--- src/rtl/lb_reg_bank.sv ---
// lb_reg_bank: parametrised local-bus register bank.
// Decodes a window of N_REGS 32-bit registers at BASE_ADDR. Each slot is read/write
// control, read-only hardware status, or sticky write-1-to-clear event flags.
// Reads return after RD_LAT clocks through a shift pipeline; read data is zero
// whenever it is not valid, so several banks can be OR-combined on one bus.
module lb_reg_bank #(
  parameter int unsigned          N_REGS    = 4,
  parameter logic [31:0]          BASE_ADDR = 32'h0000_0000,
  parameter int unsigned          RD_LAT    = 1,
  parameter logic [N_REGS*32-1:0] RST_VAL   = '0,
  parameter logic [N_REGS-1:0]    RO_MASK   = '0,
  parameter logic [N_REGS-1:0]    W1C_MASK  = '0,
  parameter bit                   ACK_MISS  = 1'b0
) (
  input  logic                   clk_lb,
  input  logic                   reset,
  input  logic                   lb_wr,
  input  logic                   lb_rd,
  input  logic [31:0]            lb_addr,
  input  logic [31:0]            lb_wr_d,
  output logic [31:0]            lb_rd_d,
  output logic                   lb_rd_rdy,
  input  logic [N_REGS*32-1:0]   hw_in,
  output logic [N_REGS*32-1:0]   reg_q,
  output logic [N_REGS-1:0]      wr_pulse
);

  // Index width; at least one bit so a single-register bank still decodes cleanly.
  localparam int unsigned DEC_BITS = (N_REGS > 2) ? $clog2(N_REGS) : 1;
  localparam int unsigned TAG_LSB  = DEC_BITS + 2;

  // ---------------------------------------------------------------------------
  // Address decode
  // ---------------------------------------------------------------------------
  logic [DEC_BITS-1:0] idx;
  logic                tag_hit;
  logic                idx_ok;
  logic                hit;
  logic                rd_ack;
  logic [N_REGS-1:0]   sel;
  logic [N_REGS-1:0]   wr_sel;

  assign idx     = lb_addr[DEC_BITS+1:2];
  assign tag_hit = (lb_addr[31:TAG_LSB] == BASE_ADDR[31:TAG_LSB]);
  // Window may be larger than N_REGS when N_REGS is not a power of two.
  assign idx_ok  = (32'(idx) < N_REGS);
  assign hit     = tag_hit && idx_ok;
  // Misses are only answered when this bank is configured to own them.
  assign rd_ack  = lb_rd && (hit || ACK_MISS);

  // One-hot register select for the current bus address, plus its write qualifier.
  always_comb begin
    sel    = '0;
    wr_sel = '0;
    for (int unsigned i = 0; i < N_REGS; i++) begin
      sel[i]    = hit && (idx == DEC_BITS'(i));
      wr_sel[i] = sel[i] && lb_wr;
    end
  end

  // ---------------------------------------------------------------------------
  // Register storage
  // ---------------------------------------------------------------------------
  logic [31:0] regs_q [N_REGS];
  logic [31:0] regs_d [N_REGS];

  // Next-state per slot type; RO slots hold no state and stay at zero.
  always_comb begin
    for (int unsigned i = 0; i < N_REGS; i++) begin
      regs_d[i] = regs_q[i];
      if (RO_MASK[i]) begin
        regs_d[i] = '0;
      end else if (W1C_MASK[i]) begin
        // Clear first, then OR in hardware sets so a same-cycle set wins.
        regs_d[i] = (regs_q[i] & ~(wr_sel[i] ? lb_wr_d : 32'h0)) | hw_in[i*32 +: 32];
      end else if (wr_sel[i]) begin
        regs_d[i] = lb_wr_d;
      end
    end
  end

  // Register state with asynchronous reset to RST_VAL (RO slots forced to zero).
  always_ff @(posedge clk_lb or posedge reset) begin
    if (reset) begin
      for (int unsigned i = 0; i < N_REGS; i++) begin
        regs_q[i] <= RO_MASK[i] ? 32'h0 : RST_VAL[i*32 +: 32];
      end
    end else begin
      for (int unsigned i = 0; i < N_REGS; i++) begin
        regs_q[i] <= regs_d[i];
      end
    end
  end

  // Flatten register contents onto the reg_q bus.
  always_comb begin
    reg_q = '0;
    for (int unsigned i = 0; i < N_REGS; i++) begin
      reg_q[i*32 +: 32] = regs_q[i];
    end
  end

  // ---------------------------------------------------------------------------
  // Write strobes
  // ---------------------------------------------------------------------------
  logic [N_REGS-1:0] wr_pulse_q;

  // One-clock strobe for every hit write, RO slots included.
  always_ff @(posedge clk_lb or posedge reset) begin
    if (reset) begin
      wr_pulse_q <= '0;
    end else begin
      wr_pulse_q <= wr_sel;
    end
  end

  assign wr_pulse = wr_pulse_q;

  // ---------------------------------------------------------------------------
  // Read path
  // ---------------------------------------------------------------------------
  logic [31:0] rd_word;

  // Read mux on pre-write state; RO slots return the live hardware input.
  always_comb begin
    rd_word = '0;
    for (int unsigned i = 0; i < N_REGS; i++) begin
      if (sel[i]) begin
        rd_word = RO_MASK[i] ? hw_in[i*32 +: 32] : regs_q[i];
      end
    end
  end

  logic [RD_LAT-1:0] rd_vld_q;
  logic [31:0]       rd_dat_q [RD_LAT];

  // RD_LAT-deep {valid, data} shift; reset drops anything in flight.
  always_ff @(posedge clk_lb or posedge reset) begin
    if (reset) begin
      rd_vld_q <= '0;
      for (int unsigned i = 0; i < RD_LAT; i++) begin
        rd_dat_q[i] <= '0;
      end
    end else begin
      rd_vld_q[0] <= rd_ack;
      // Data kept at zero unless valid so the bus can be OR-combined.
      rd_dat_q[0] <= rd_ack ? rd_word : 32'h0;
      for (int unsigned i = 1; i < RD_LAT; i++) begin
        rd_vld_q[i] <= rd_vld_q[i-1];
        rd_dat_q[i] <= rd_dat_q[i-1];
      end
    end
  end

  assign lb_rd_rdy = rd_vld_q[RD_LAT-1];
  assign lb_rd_d   = rd_dat_q[RD_LAT-1];

  // Byte-lane bits are ignored; hw_in slices of RW registers are unused.
  logic unused_in;
  assign unused_in = ^{lb_addr[1:0], hw_in};

endmodule
--- config.mk ---
export PLATFORM = sky130hd
export DESIGN_NAME = lb_reg_bank
export DESIGN_NICKNAME = d
export VERILOG_FILES = /design/src/rtl/lb_reg_bank.sv
export SDC_FILE = /design/constraint.sdc
export NUM_CORES = 1
export LEC_CHECK = 0
export CORE_AREA = 2 2 139 141
export CTS_BUF_LIST = sky130_fd_sc_hd__clkbuf_16
export DETAILED_ROUTE_END_ITERATION = 8
export DIE_AREA = 0 0 141 143
export MAX_ROUTING_LAYER = met4
export PLACE_DENSITY = 0.76
export RECOVER_POWER = 100
export SLEW_MARGIN = 25
export SYNTH_ARGS = -nofsm -noshare
export SYNTH_HDL_FRONTEND = slang
export SYNTH_SLANG_ARGS = --single-unit
--- constraint.sdc ---
create_clock -name clk_lb -period 6.5 [get_ports clk_lb]
set_clock_uncertainty 0.15 [all_clocks]
set_input_delay 0.65 -clock clk_lb [delete_from_list [all_inputs] [get_ports clk_lb]]
set_output_delay 0.65 -clock clk_lb [all_outputs]
set_load 0.01 [all_outputs]
; After elaboration in Yosys (flattened, before gate mapping)
; Cells that the tools add are included.
[word_totals]
output_inout_bits = 165
register_bits = 165
[classes]
n_reduce_logical = 11
mux = 5
eq_ne = 3
[ops]
columns = cell, n
row1 = 32-bit two-way mux, 5
row2 = 28-bit zero test, 1
row3 = 1-bit logical AND, 9
row4 = "2-bit equality test, second input constant", 2
row5 = "2-bit by 1-bit equality test with 1-bit output, second input constant", 1
row6 = 2-bit zero test, 1

; Logic depth before layout (Yosys ltp)
[depth]
ltp_word = 7
ltp_mapped = 5

; Worst setup path after synthesis
; OpenSTA, ideal clock, no wires.
[synth_path]
path_type = input to register
startpoint = in lb_addr[5]
endpoint = reg regs_q, in the netlist reg_q[64]
cell_stages = 5
t_arrival_ns = 2.262
setup_slack_ns = 3.960
cell_sequence = nor4_1 nand4_2 nor4b_4 buf_6 mux2_1
[synth_via]
elab_chain_len = 3
[synth_rtl]
columns = item, line_no
row1 = "start, declared", 19  ; input logic [31:0] lb_addr,
row2 = 28-bit zero test, 44  ; assign tag_hit = (lb_addr[31:TAG_LSB] == BASE_ADDR[31:TAG_LSB]);
row3 = 1-bit logical AND, 56  ; sel[i] = hit && (idx == DEC_BITS'(i));
row4 = 1-bit logical AND, 57  ; wr_sel[i] = sel[i] && lb_wr;
row5 = "end signal, assigned by index", 86  ; regs_q[i] <= RO_MASK[i] ? 32'h0 : RST_VAL[i*32 +: 32];
row6 = "end signal, assigned by index", 90  ; regs_q[i] <= regs_d[i];
row7 = "end, declared", 64  ; logic [31:0] regs_q [N_REGS];
; Every way passes these cells.
; A chain may end at the register's enable or synchronous reset.

; Final worst setup path
[layout_path]
startpoint = in lb_addr[5]
endpoint = reg regs_q, in the netlist reg_q[74]
; Same word-level chain as after synthesis.

==> key figures <==
Worst setup path
  • Worst-path cell chain: dlygate4sd3_1 > nor4_1 > nand4_1 > nor4b_4 > clkbuf_1 > mux2_1
  • Worst Path Buf+Inv: 2
  • Worst R2R Start: reg_q[96]
  • Crit Path Class: input pin to register
  • Worst path slowest cell: clkbuf_1
  • Worst path arrival time: roughly 5 ns
  • Worst Setup Start Kind: input pin
  • CP Max Fanout: 20
  • CP Capture Type: register
  • Worst Path Required: about 6.7 ns
  • Slowest cell delay on critical path: between 1 and 1.5 ns
  • CP top delay family: simple AND/OR/NAND/NOR gates
  • CP Launch Point: lb_addr[5]

Floorplan
  • Die area: between 20,000 and 25,000 um^2
  • CORE AREA: roughly 19,000 um^2
  • Starting Density: 0.370
  • Die Wd: approximately 140 um
  • I/O pin count: 361
  • Num rows: 50
  • Die extent in y: between 100 and 150 um

Job
  • Max-cap violation count: 4

Placement
  • Dpl hpwl: 13,000 um
  • PortBufs: 230
  • GP Congestion: about 0.78
  • Cells after DPL: 858

Clocking
  • Post-CTS resize count: 0
  • CTS clk-pin slew, worst paths: ~0.07 ns
  • # clock sinks: ~170
  • H-Tree Depth: 4
  • CTS root buf: clkbuf_16
  • Hold buffer count at cts: 0
  • Num CTS Buffers: 17
  • Max clock buf depth: 2
  • Post-CTS Setup Repair Bufs: 0
  • TritonCTS clock tree: yes
  • Worst-skew pair later-pin latency: 0.42 ns

Power and ir drop
  • Power per cell area: ~210 nW/um^2
  • Leakage power: 5.06 nW
  • Worst vdd ir: about 0.17 mV
  • Power, Total: around 0.0021 W

Logic synthesis
  • Synth Instances: 409
  • Syn. warnings: 0
  • Post-synth net total: about 610
  • Synth cell types: 24
  • Syn_area_per_cell: 16.8 um^2
  • Seq/Total Area, Yosys: 0.601
  • Flops & latches, synth: ~170
  • Synthesized area: between 6000 and 7000 um^2

Final layout
  • Area grow syn2layout: 45.2%
  • Commonest non-fill, non-tap cell in the layout: dlygate4sd3_1
  • Share of cells above drive strength 1: 0.257
  • Most frequent cells in the layout: dlygate4sd3_1, dfrtp_1, mux2_2, clkdlybuf4s50_1, mux2_1
  • Final net count: approximately 840
  • Non-Filler Instances: roughly 890

Min path
  • Hold_sp: reg_q[79]
  • Class of the worst hold path: register to register

STA
  • Final count of hold timing violations: 0
  • Worst-margin pin slew: ~2.3 ns
  • Min Tclk post-route: about 4.8 ns
  • Fin Setup TNS: 0 ns
  • Max-slew violation count: 96
  • Final Cycle Share: 0.732
  • Relative slew slack: -0.511
  • Fmax: about 0.21 GHz
  • Unrepaired setup endpoints after global routing: no
  • Final setup fails: 0

Global routing
  • Global-route wire length before repair: roughly 30,000 um
  • Largest net degree at the start of global routing: 102
  • Tot GR Track Use: 0.201
  • Number of antenna violations at the first check in global routing: 1
  • Vias in the first global route: ~5.0k
  • Grt ovf: 0

Detailed routing
  • Detailed Route WL: 19,100 um
  • Pre-antenna DRT Iters: 4
  • DRC errors left: 0
  • Drt initial violations: between 100 and 150
  • Drt via density: between 5 and 6
  • Detail Route Antenna Nets: 0
  • Avg WL per Cell: 21.4 um
  • Via count: 4,511

Outcome
  • Status: finished, violations left
  • Violated checks: max-capacitance violations, max-slew violations
[routing by layer]
layer  GRT usage  vias up  routed length, um
li1            -     1971                  -
met1       0.258     2323               8330
met2       0.305      201               8900
met3      0.0681       16               1670
met4      0.0595        0                191
met5           -        -                  0
[sequential cells by signal (all words and copies together), names as in the netlist]
register	cells
reg_q	128
wr_pulse	4
lb_rd_d	32
lb_rd_rdy	1
[synthesized netlist by cell type]
master    number  area, um^2
inv_1          3        11.3
dfrtp_1      165        4130
clkbuf_1       5        18.8
nand4_1        2        12.5
mux2_1        36         405
buf_1          3        11.3
nor2_1         1        3.75
nor2b_1       32         200
nand2_1        3        11.3
nand4b_1       1        8.76
or3_1          1        6.26
nand3_1        1        5.00
buf_6          3        33.8
nor4b_4        1        23.8
nor4_1         4        25.0
mux2_2        92        1040
mux4_2        32         721
nor3_2         1        10.0
buf_2          9        45.0
nor4_4         3        63.8
nand4_2        2        25.0
nor4_2         2        25.0
buf_4          3        22.5
nor3_1         4        20.0
[worst reg2reg max path, cell delays in order, from the launching register on]
cell,delay [ns]
dfrtp_1,0.41
mux4_2,0.47
nor2b_1,0.16
[final cells by class]
class / instances / area, um^2
tap: 234 / 293
antenna: 1 / 2.50
clock buffer: 17 / 425
timing repair buffer: 240 / 2360
multi-input combinational: 218 / 2590
fill: 1482 / 8600
inverter: 3 / 12.5
sequential: 165 / 4130
clock inverter: 15 / 168
[metrics by stage]
step                      instance area (um^2)  worst slack, ns  utilization  hold slack (ns)
after CTS                                 9990             2.73        0.538            0.363
after floorplan                           6870             1.24            -            0.394
after detailed placement                  9400             2.29        0.506            0.349
after global routing                      9980             1.56        0.537            0.379
final                                     9980             1.74        0.537            0.357
after global placement                    9400             2.33        0.506            0.340
[cell families after synthesis]
family | count (synthesis) | synth area share
and+or+nand+nor | 58 | 0.0641
DFF | 165 | 0.601
buffers and inverters | 26 | 0.0207
muxes | 160 | 0.315
[worst paths after layout]
kind	to	slack, ns	cells after the start
max	reg_q[74]	1.74	6
min	reg_q[79]	0.36	1
max reg2reg	lb_rd_d[0]	5.15	2
min reg2reg	reg_q[79]	0.36	1
max in group asynchronous	lb_rd_d[29]	4.07	3
min in group asynchronous	reg_q[84]	0.78	2
[power breakdown]
group	switching, W	internal, W
sequential	0.0000000000210	0.00103
combinational	0.0000514	0.0000459
clock	0.000444	0.000577
(Power assumes the default switching activity.)
